**src/rtl/slot_credit_controller.sv**
```systemverilog
// slot_credit_controller
//   Owns the player's credit balance and sequences one spin against the
//   random-number handler. A spin is debited up front. After a fixed settle
//   time the handler's bet codes are sampled once. Any win is then paid into
//   the balance one credit per clock.
//   Optional build macro: JACKPOT_EN. When it is defined, a triple match on
//   rnum1..3 forces a win and adds JACKPOT_PAY to the payout.
module slot_credit_controller #(
    parameter int CREDIT_W    = 8,
    parameter int COIN_VALUE  = 5,
    parameter int PAY_1D      = 2,
    parameter int PAY_2D      = 10,
    parameter int SETTLE_CYC  = 3,
    parameter int JACKPOT_PAY = 50
) (
    input  logic                clk,
    input  logic                rst_n,
    input  logic                coin_in,
    input  logic                spin_req,
    input  logic                bet_sel,
    input  logic [1:0]          bet_1d,
    input  logic [1:0]          bet_2d,
    input  logic [3:0]          rnum1,
    input  logic [3:0]          rnum2,
    input  logic [3:0]          rnum3,
    output logic [CREDIT_W-1:0] credits,
    output logic                spin_go,
    output logic                busy,
    output logic                win,
    output logic                lose,
    output logic                reject
);

    localparam int PAY_TOTAL = PAY_1D + PAY_2D + JACKPOT_PAY;
    localparam int PAY_W     = $clog2(PAY_TOTAL + 1);
    localparam int SET_W     = (SETTLE_CYC > 1) ? $clog2(SETTLE_CYC) : 1;
    // Headroom for balance + coin + payout before the clamp is applied.
    localparam int SUM_W     = CREDIT_W + $clog2(COIN_VALUE + 2) + 1;

    typedef enum logic [1:0] {
        IDLE   = 2'd0,
        SETTLE = 2'd1,
        EVAL   = 2'd2,
        PAYOUT = 2'd3
    } state_t;

    state_t              state_reg, state_next;
    logic [CREDIT_W-1:0] credits_reg, credits_next;
    logic [SET_W-1:0]    settle_cnt_reg, settle_cnt_next;
    logic [PAY_W-1:0]    pay_cnt_reg, pay_cnt_next;
    logic                bet_sel_reg, bet_sel_next;

    logic [1:0]          cost;
    logic [1:0]          debit;
    logic                pay_inc;
    logic                bet_hit;
    logic [PAY_W-1:0]    pay_amt;
    logic [SUM_W-1:0]    credit_sum;

    assign cost = bet_sel ? 2'd2 : 2'd1;

`ifdef JACKPOT_EN
    logic jackpot_hit;
    assign jackpot_hit = (rnum1 == rnum2) && (rnum2 == rnum3);

    // A triple match wins regardless of the bet codes and adds the jackpot
    // on top of the normal pay for the bet type.
    always_comb begin
        bet_hit = bet_sel_reg ? (bet_2d == 2'd2) : (bet_1d == 2'd0);
        pay_amt = PAY_W'(bet_sel_reg ? PAY_2D : PAY_1D);
        if (jackpot_hit) begin
            bet_hit = 1'b1;
            pay_amt = PAY_W'((bet_sel_reg ? PAY_2D : PAY_1D) + JACKPOT_PAY);
        end
    end
`else
    logic unused_rnum;
    assign unused_rnum = ^{rnum1, rnum2, rnum3};

    // Win check on the latched bet type; any other handler code is a loss.
    always_comb begin
        bet_hit = bet_sel_reg ? (bet_2d == 2'd2) : (bet_1d == 2'd0);
        pay_amt = PAY_W'(bet_sel_reg ? PAY_2D : PAY_1D);
    end
`endif

    // Spin sequencing: next state, counters and the one-cycle status pulses.
    always_comb begin
        state_next      = state_reg;
        settle_cnt_next = settle_cnt_reg;
        pay_cnt_next    = pay_cnt_reg;
        bet_sel_next    = bet_sel_reg;
        spin_go         = 1'b0;
        win             = 1'b0;
        lose            = 1'b0;
        reject          = 1'b0;
        debit           = 2'd0;
        pay_inc         = 1'b0;
        case (state_reg)
            IDLE: begin
                if (spin_req) begin
                    // Affordability ignores any coin arriving in the same cycle.
                    if (credits_reg >= CREDIT_W'(cost)) begin
                        spin_go         = 1'b1;
                        debit           = cost;
                        bet_sel_next    = bet_sel;
                        settle_cnt_next = '0;
                        state_next      = SETTLE;
                    end else begin
                        reject = 1'b1;
                    end
                end
            end
            SETTLE: begin
                reject = spin_req;
                if (settle_cnt_reg == SET_W'(SETTLE_CYC - 1)) begin
                    state_next = EVAL;
                end else begin
                    settle_cnt_next = settle_cnt_reg + 1'b1;
                end
            end
            EVAL: begin
                // The win/lose pulse owns this cycle, so a stray spin_req is
                // dropped silently to keep the status pulses one-hot.
                if (bet_hit) begin
                    win          = 1'b1;
                    pay_cnt_next = pay_amt;
                    state_next   = (pay_amt == '0) ? IDLE : PAYOUT;
                end else begin
                    lose       = 1'b1;
                    state_next = IDLE;
                end
            end
            PAYOUT: begin
                reject       = spin_req;
                pay_inc      = 1'b1;
                pay_cnt_next = pay_cnt_reg - 1'b1;
                if (pay_cnt_reg == PAY_W'(1)) begin
                    state_next = IDLE;
                end
            end
            default: state_next = IDLE;
        endcase
    end

    // Coin, payout credit and debit all fold into one saturating update.
    always_comb begin
        credit_sum = SUM_W'(credits_reg)
                   + (coin_in ? SUM_W'(COIN_VALUE) : SUM_W'(0))
                   + SUM_W'(pay_inc)
                   - SUM_W'(debit);
        if (credit_sum > SUM_W'({CREDIT_W{1'b1}})) begin
            credits_next = {CREDIT_W{1'b1}};
        end else begin
            credits_next = credit_sum[CREDIT_W-1:0];
        end
    end

    // State and datapath registers; reset aborts any spin without a refund.
    always_ff @(posedge clk or negedge rst_n) begin
        if (!rst_n) begin
            state_reg      <= IDLE;
            credits_reg    <= '0;
            settle_cnt_reg <= '0;
            pay_cnt_reg    <= '0;
            bet_sel_reg    <= 1'b0;
        end else begin
            state_reg      <= state_next;
            credits_reg    <= credits_next;
            settle_cnt_reg <= settle_cnt_next;
            pay_cnt_reg    <= pay_cnt_next;
            bet_sel_reg    <= bet_sel_next;
        end
    end

    assign credits = credits_reg;
    assign busy    = (state_reg != IDLE);

endmodule

```
**config.mk**
```make
export PLATFORM = sky130hd
export DESIGN_NAME = slot_credit_controller
export DESIGN_NICKNAME = d
export VERILOG_FILES = /design/src/rtl/slot_credit_controller.sv
export SDC_FILE = /design/constraint.sdc
export NUM_CORES = 1
export LEC_CHECK = 0
export BUFFER_PORTS_ARGS = -buffer_cell sky130_fd_sc_hd__buf_4
export CAP_MARGIN = 10
export CORE_MARGIN = 3
export CORE_UTILIZATION = 50
export DETAILED_ROUTE_END_ITERATION = 8
export GPL_TIMING_DRIVEN = 1
export MAX_ROUTING_LAYER = met4
export PLACE_DENSITY = 0.76
export RECOVER_POWER = 50
export SLEW_MARGIN = 10
export SYNTH_ARGS = -nofsm -noshare
export SYNTH_HDL_FRONTEND = slang
export SYNTH_SLANG_ARGS = --single-unit
```
**constraint.sdc**
```tcl
create_clock -name clk -period 8.9 [get_ports clk]
set_clock_uncertainty 0.2 [all_clocks]
set_input_delay 0.445 -clock clk [delete_from_list [all_inputs] [get_ports clk]]
set_output_delay 0.445 -clock clk [all_outputs]
set_load 0.01 [all_outputs]
```
Word-level counts from Yosys, hierarchy flattened. Cells that the tools add are included.

Add/subtract/negate cells: 5. Order comparisons: 2. Equal/unequal tests: 12. Mux-type cells: 32. Reduce and logical (&&, ||, !) cells: 11.

Operators with widths (count): $mux W2 (13); $gt A12 B8 Y1 const B (1); $ne A2 B2 Y1 const B (6); $pmux W6 S2 (1); $mux W1 (11); $sub A10 B2 Y11 (1); $add A9 B1 Y10 (1); $add A8 B3 Y9 (1); $eq A2 B2 Y1 const B (4); $ge A8 B2 Y1 (1); $mux W8 (1); $pmux W2 S4 (1); $reduce_and A4 Y1 (2); $eq A6 B1 Y1 const B (1); $logic_not A6 Y1 (1); $mux W6 (1); $reduce_bool A2 Y1 (3); $sub A6 B1 Y6 const B (1); $logic_not A2 Y1 (2); $mux W4 (1); $pmux W2 S2 (1); $mux W3 (1); $reduce_and A3 Y1 (1); $add A2 B1 Y2 const B (1); 4 further kinds (4).

Flip-flop bits (word level): 19. Bits of input ports: 21. Output and inout port bits: 13. Logic and storage cells: 67.

Logic depth before layout (Yosys ltp).
Word-level depth: 8. Gate-level depth with buffers: 16. Depth with buffers taken out: 16.

Worst setup path after synthesis. Ideal clock, no wire load.

Path kind: input to register. From: input port bet_sel. To: register credits_reg[4], in the netlist credits[4]. Library setup time: 141 ps. Arrival: 3499 ps. Data required time: 8559 ps. Path slack: 5060 ps. Stages on the path: 15. Buffers on the path: 0. Path through: inv_1 -> ha_1 -> or4b_4 -> a21oi_2 -> o21ai_2 -> nand3_2 -> nor2_1 -> ha_1 -> fa_1 -> fa_1 -> nand2b_1 -> a211oi_1 -> mux2i_1 -> a211oi_2 -> o21ai_1.

Longest elaborated chain between the ends: 8.

Ends and longest elaborated chain: from (decl) (line 20) `input logic bet_sel,`; $mux W2 (*) (line 60) `assign cost = bet_sel ? 2'd2 : 2'd1;`; $ge A8 B2 Y1 (line 103) `if (credits_reg >= CREDIT_W'(cost)) begin`; $mux W2 (*) (line 103); $mux W2 (*) (line 101) `if (spin_req) begin`; $mux W2 (*) (line 99) `case (state_reg)`; $sub A10 B2 Y11 (*) (line 151) `- SUM_W'(debit);`; $gt A12 B8 Y1 (line 152) `if (credit_sum > SUM_W'({CREDIT_W{1'b1}})) begin`; $mux W8 (*) (line 152); via credits_next[4] (line 48) `logic [CREDIT_W-1:0] credits_reg, credits_next;`; to (signal assigned) (line 169) `credits_reg <= credits_next;`; to (decl) (line 48).

The timed path passes the listed nets; every way through them passes the cells marked *. A chain may end at the register's enable or synchronous reset.

Worst setup path after layout.
From: register credits_reg[5], in the netlist credits[5]. To: register credits_reg[4], in the netlist credits[4].

Longest elaborated chain between the ends: 7. Elaborated cells on any way between the ends: 9. Those cells by class: add/sub: 3; order compare: 2; mux: 4.

Ends and longest elaborated chain (line): parallel branches: the longest is 4 deep, another holds $add A9 B1 Y10; $sub A10 B2 Y11 (*) (151); $gt A12 B8 Y1 (152); $mux W8 (*) (152); via credits_next[4] (48).

Mark *: on every way through the listed nets, which the timed path passes.

==> metrics.cfg <==
[grt]
grt_max_degree = 20
grt_pass1_wl_mm = 5.30
antenna_found_initial = 0
first_global_vias = 1266
grt_overflow = 0
grt_use_total = 0.199

[critical_path]
cpMaxStageDelayCell = or4b_4
critPathRequiredTime_ns = 8.87
critPathTopFamily = adder cells
rrSetupSlack_ns = 4.59
path_cells = inv_1 -> ha_1 -> or4b_4 -> a21oi_2 -> o21ai_2 -> nand3_2 -> nor2_1 -> ha_1 -> fa_1 -> fa_1 -> nand2b_1 -> a211oi_1 -> mux2i_1 -> a211oi_2 -> o21ai_1
crit_arrival_ns = 4.27
crit_type = reg -> reg
critPathLaunchType = flop
end_kind = flop
max_stage_delay_ns = 0.46
crit_buf_inv = 1
cp_max_fo = 7

[layout]
multi_input_area_um2 = 903
instances_no_fill = 217
fill_cells = 253
final_area_mm2 = 0.00166
final_layout_size_suffix_gt1_frac = 0.139
register_area_um2 = 475
largest_reg_flops = 8
fin_nets = 230
final_cell_mix = inv_1 (19), ha_1 (19), dfrtp_1 (19), nand2_1 (16), buf_4 (14)
antenna_cells = 0
area_growth_pct = 13.5

[timing]
timing.fmax_mhz = 232
relSlewSlack = 0.265
fin_setup_tns_ns = 0
fin_crit_ns = 4.31
tightest_slew_ns = 1.10
fin_crit_sh = 0.484
slew_violations = 0
final-hold-violation-count = 0
rsz0062_at_grt = no
finalSetupViolCount = 0

[clock_tree]
cts.sinks = 19
path_clk_slew_ns = 0.11
clkLatencyLatePin_ns = 0.30
cts_buffers = 3
cts_root_buffer = clkbuf_4
ctsHtreeMaxLevel = 1
cts.path.max_buffers = 2
tritoncts = built

[floorplanning]
initial_core_util = 0.555
ios = 34
dieArea_mm2 = 0.00361
die_w_um = 60.1
core_mm2 = 0.00264
rows = 18
chipHeight_um = 60.1

[synth]
synth_flop_cell = dfrtp_1
ys_seq_area_frac = 0.325
syn_nets = 205
async_reset_ff_frac = 1.00
synth-xor-area-share = 0.0240
ys_warn_count = 0
postSynthRegisterBits = 19
synth_top_family_by_area = simple AND/OR/NAND/NOR gates
synthDistinctLibCells = 39
synth_mux_area_frac = 0.0248
synthCells = 163
synth_edf_count = 0
yosys.area_share.adder = 0.190
synthSimpleGateAreaFrac = 0.211
synth_compound_area_frac = 0.169
synth.avg_cell_area_um2 = 8.97
synth_area_mm2 = 0.00146

[drt]
ant_nets = 0
first_iter_violations = 46
wl_per_cell_um = 14.4
drt-total-wl_mm = 3.13
vias_per_cell = 5.71
drt_first_pass_iters = 4
drc = 0
num_vias = 1238

[place]
dp_hpwl_mm = 2.47
place_area_mm2 = 0.00165
place_inst = 212
numPortBuffers = 21
gp_congestion = 0.831

[pwr]
ir_drop_v = 0.000224
cellLeakagePower_uw = 0.000805
cellPowerDensity_mw_per_mm2 = 271

[flow_run]
cap_violations = 0

[status]
status = completed

[min_path]
hp-class = in -> reg

layer usage:
layer  global-route usage  wire [um]  part of all wire
met5                    -          0                 0
met4               0.0886         48             0.015
met3              0.00648         66             0.021
met2                0.355       1600              0.51
met1                0.229       1420              0.45
kinds of logic (layout without fill, tap and decap cells):
group | after synthesis | count (layout)
XOR/XNOR | 4 | 4
flip-flops | 19 | 19
multiplexers | 3 | 3
AND/OR/NAND/NOR | 57 | 57
buffers and inverters | 22 | 46
adder cells (fa/ha/maj) | 21 | 21
AO/OA/AOI/OAI | 37 | 37
Yosys cell counts (all sizes together) (2+ instances only):
cell type	number	area [um2]
inv	20	75.1
dfrtp	19	475
ha	19	238
nand2	16	60.1
o21ai	14	73.8
nor2	13	48.8
a21oi	8	43.8
nand3	8	45.0
nand2b	6	45.0
a22o	5	43.8
nand3b	5	37.5
a211oi	3	27.5
xor2	3	26.3
a211o	2	17.5
clkbuf	2	7.51
fa	2	40.0
mux2	2	26.3
nor3b	2	15.0
o31ai	2	15.0
final cells by class:
cell class	instances	share of cell area
inverters	20	0.0452
multi-input cells	122	0.544
well taps	30	0.0226
clock buffers	4	0.0158
flip-flops and latches	19	0.287
repair buffers	22	0.0852
worst reg2reg max path: stages, from the launching register on:
cell      delay, ns
dfrtp_1        0.42
inv_1          0.12
ha_1           0.17
or4b_4         0.46
a21oi_2        0.15
o21ai_2        0.10
nand3_2        0.11
nor2_1         0.05
ha_1           0.28
fa_1           0.41
fa_1           0.41
nand2b_1       0.22
a211oi_1       0.33
mux2i_1        0.17
a211oi_2       0.44
o21ai_1        0.14
path summary, 6_finish.rpt:
| path | start | endpoint | cells after the start |
|---|---|---|---|
| worst max-delay path | credits[5] | credits[4] | 15 |
| worst min-delay path | bet_sel | bet_sel_reg | 2 |
| worst max register to register | credits[5] | credits[4] | 15 |
| worst min register to register | pay_cnt_reg[5] | pay_cnt_reg[5] | 1 |
| max in group asynchronous | rst_n | pay_cnt_reg[2] | 2 |
| min in group asynchronous | rst_n | settle_cnt_reg[1] | 2 |
metrics by stage:
stage	util	power, uW	hold slack [ns]	setup WS (ns)
after detailed placement	0.626	413	0.145	4.46
after global routing	0.630	496	0.187	4.32
final	0.630	450	0.199	4.59
after floorplan	-	334	-0.0506	5.06
after global placement	0.626	398	0.141	4.56
after CTS	0.640	460	0.194	4.59
report_power, final:
part	internal (uW)	total, uW	switching (uW)
Clock	17.4	45.3	27.8
Combinational	120	285	165
Sequential	105	120	14.8
Total	242	450	207
what timing repair did:
item / 4_1_cts / 5_1_grt
hold endpoints to repair: 19 / 0
resized for setup: 0 / 0
buffers inserted: 0 / 0
hold buffers: 1 / 0
No activity file was read; power rests on OpenSTA's default activity.
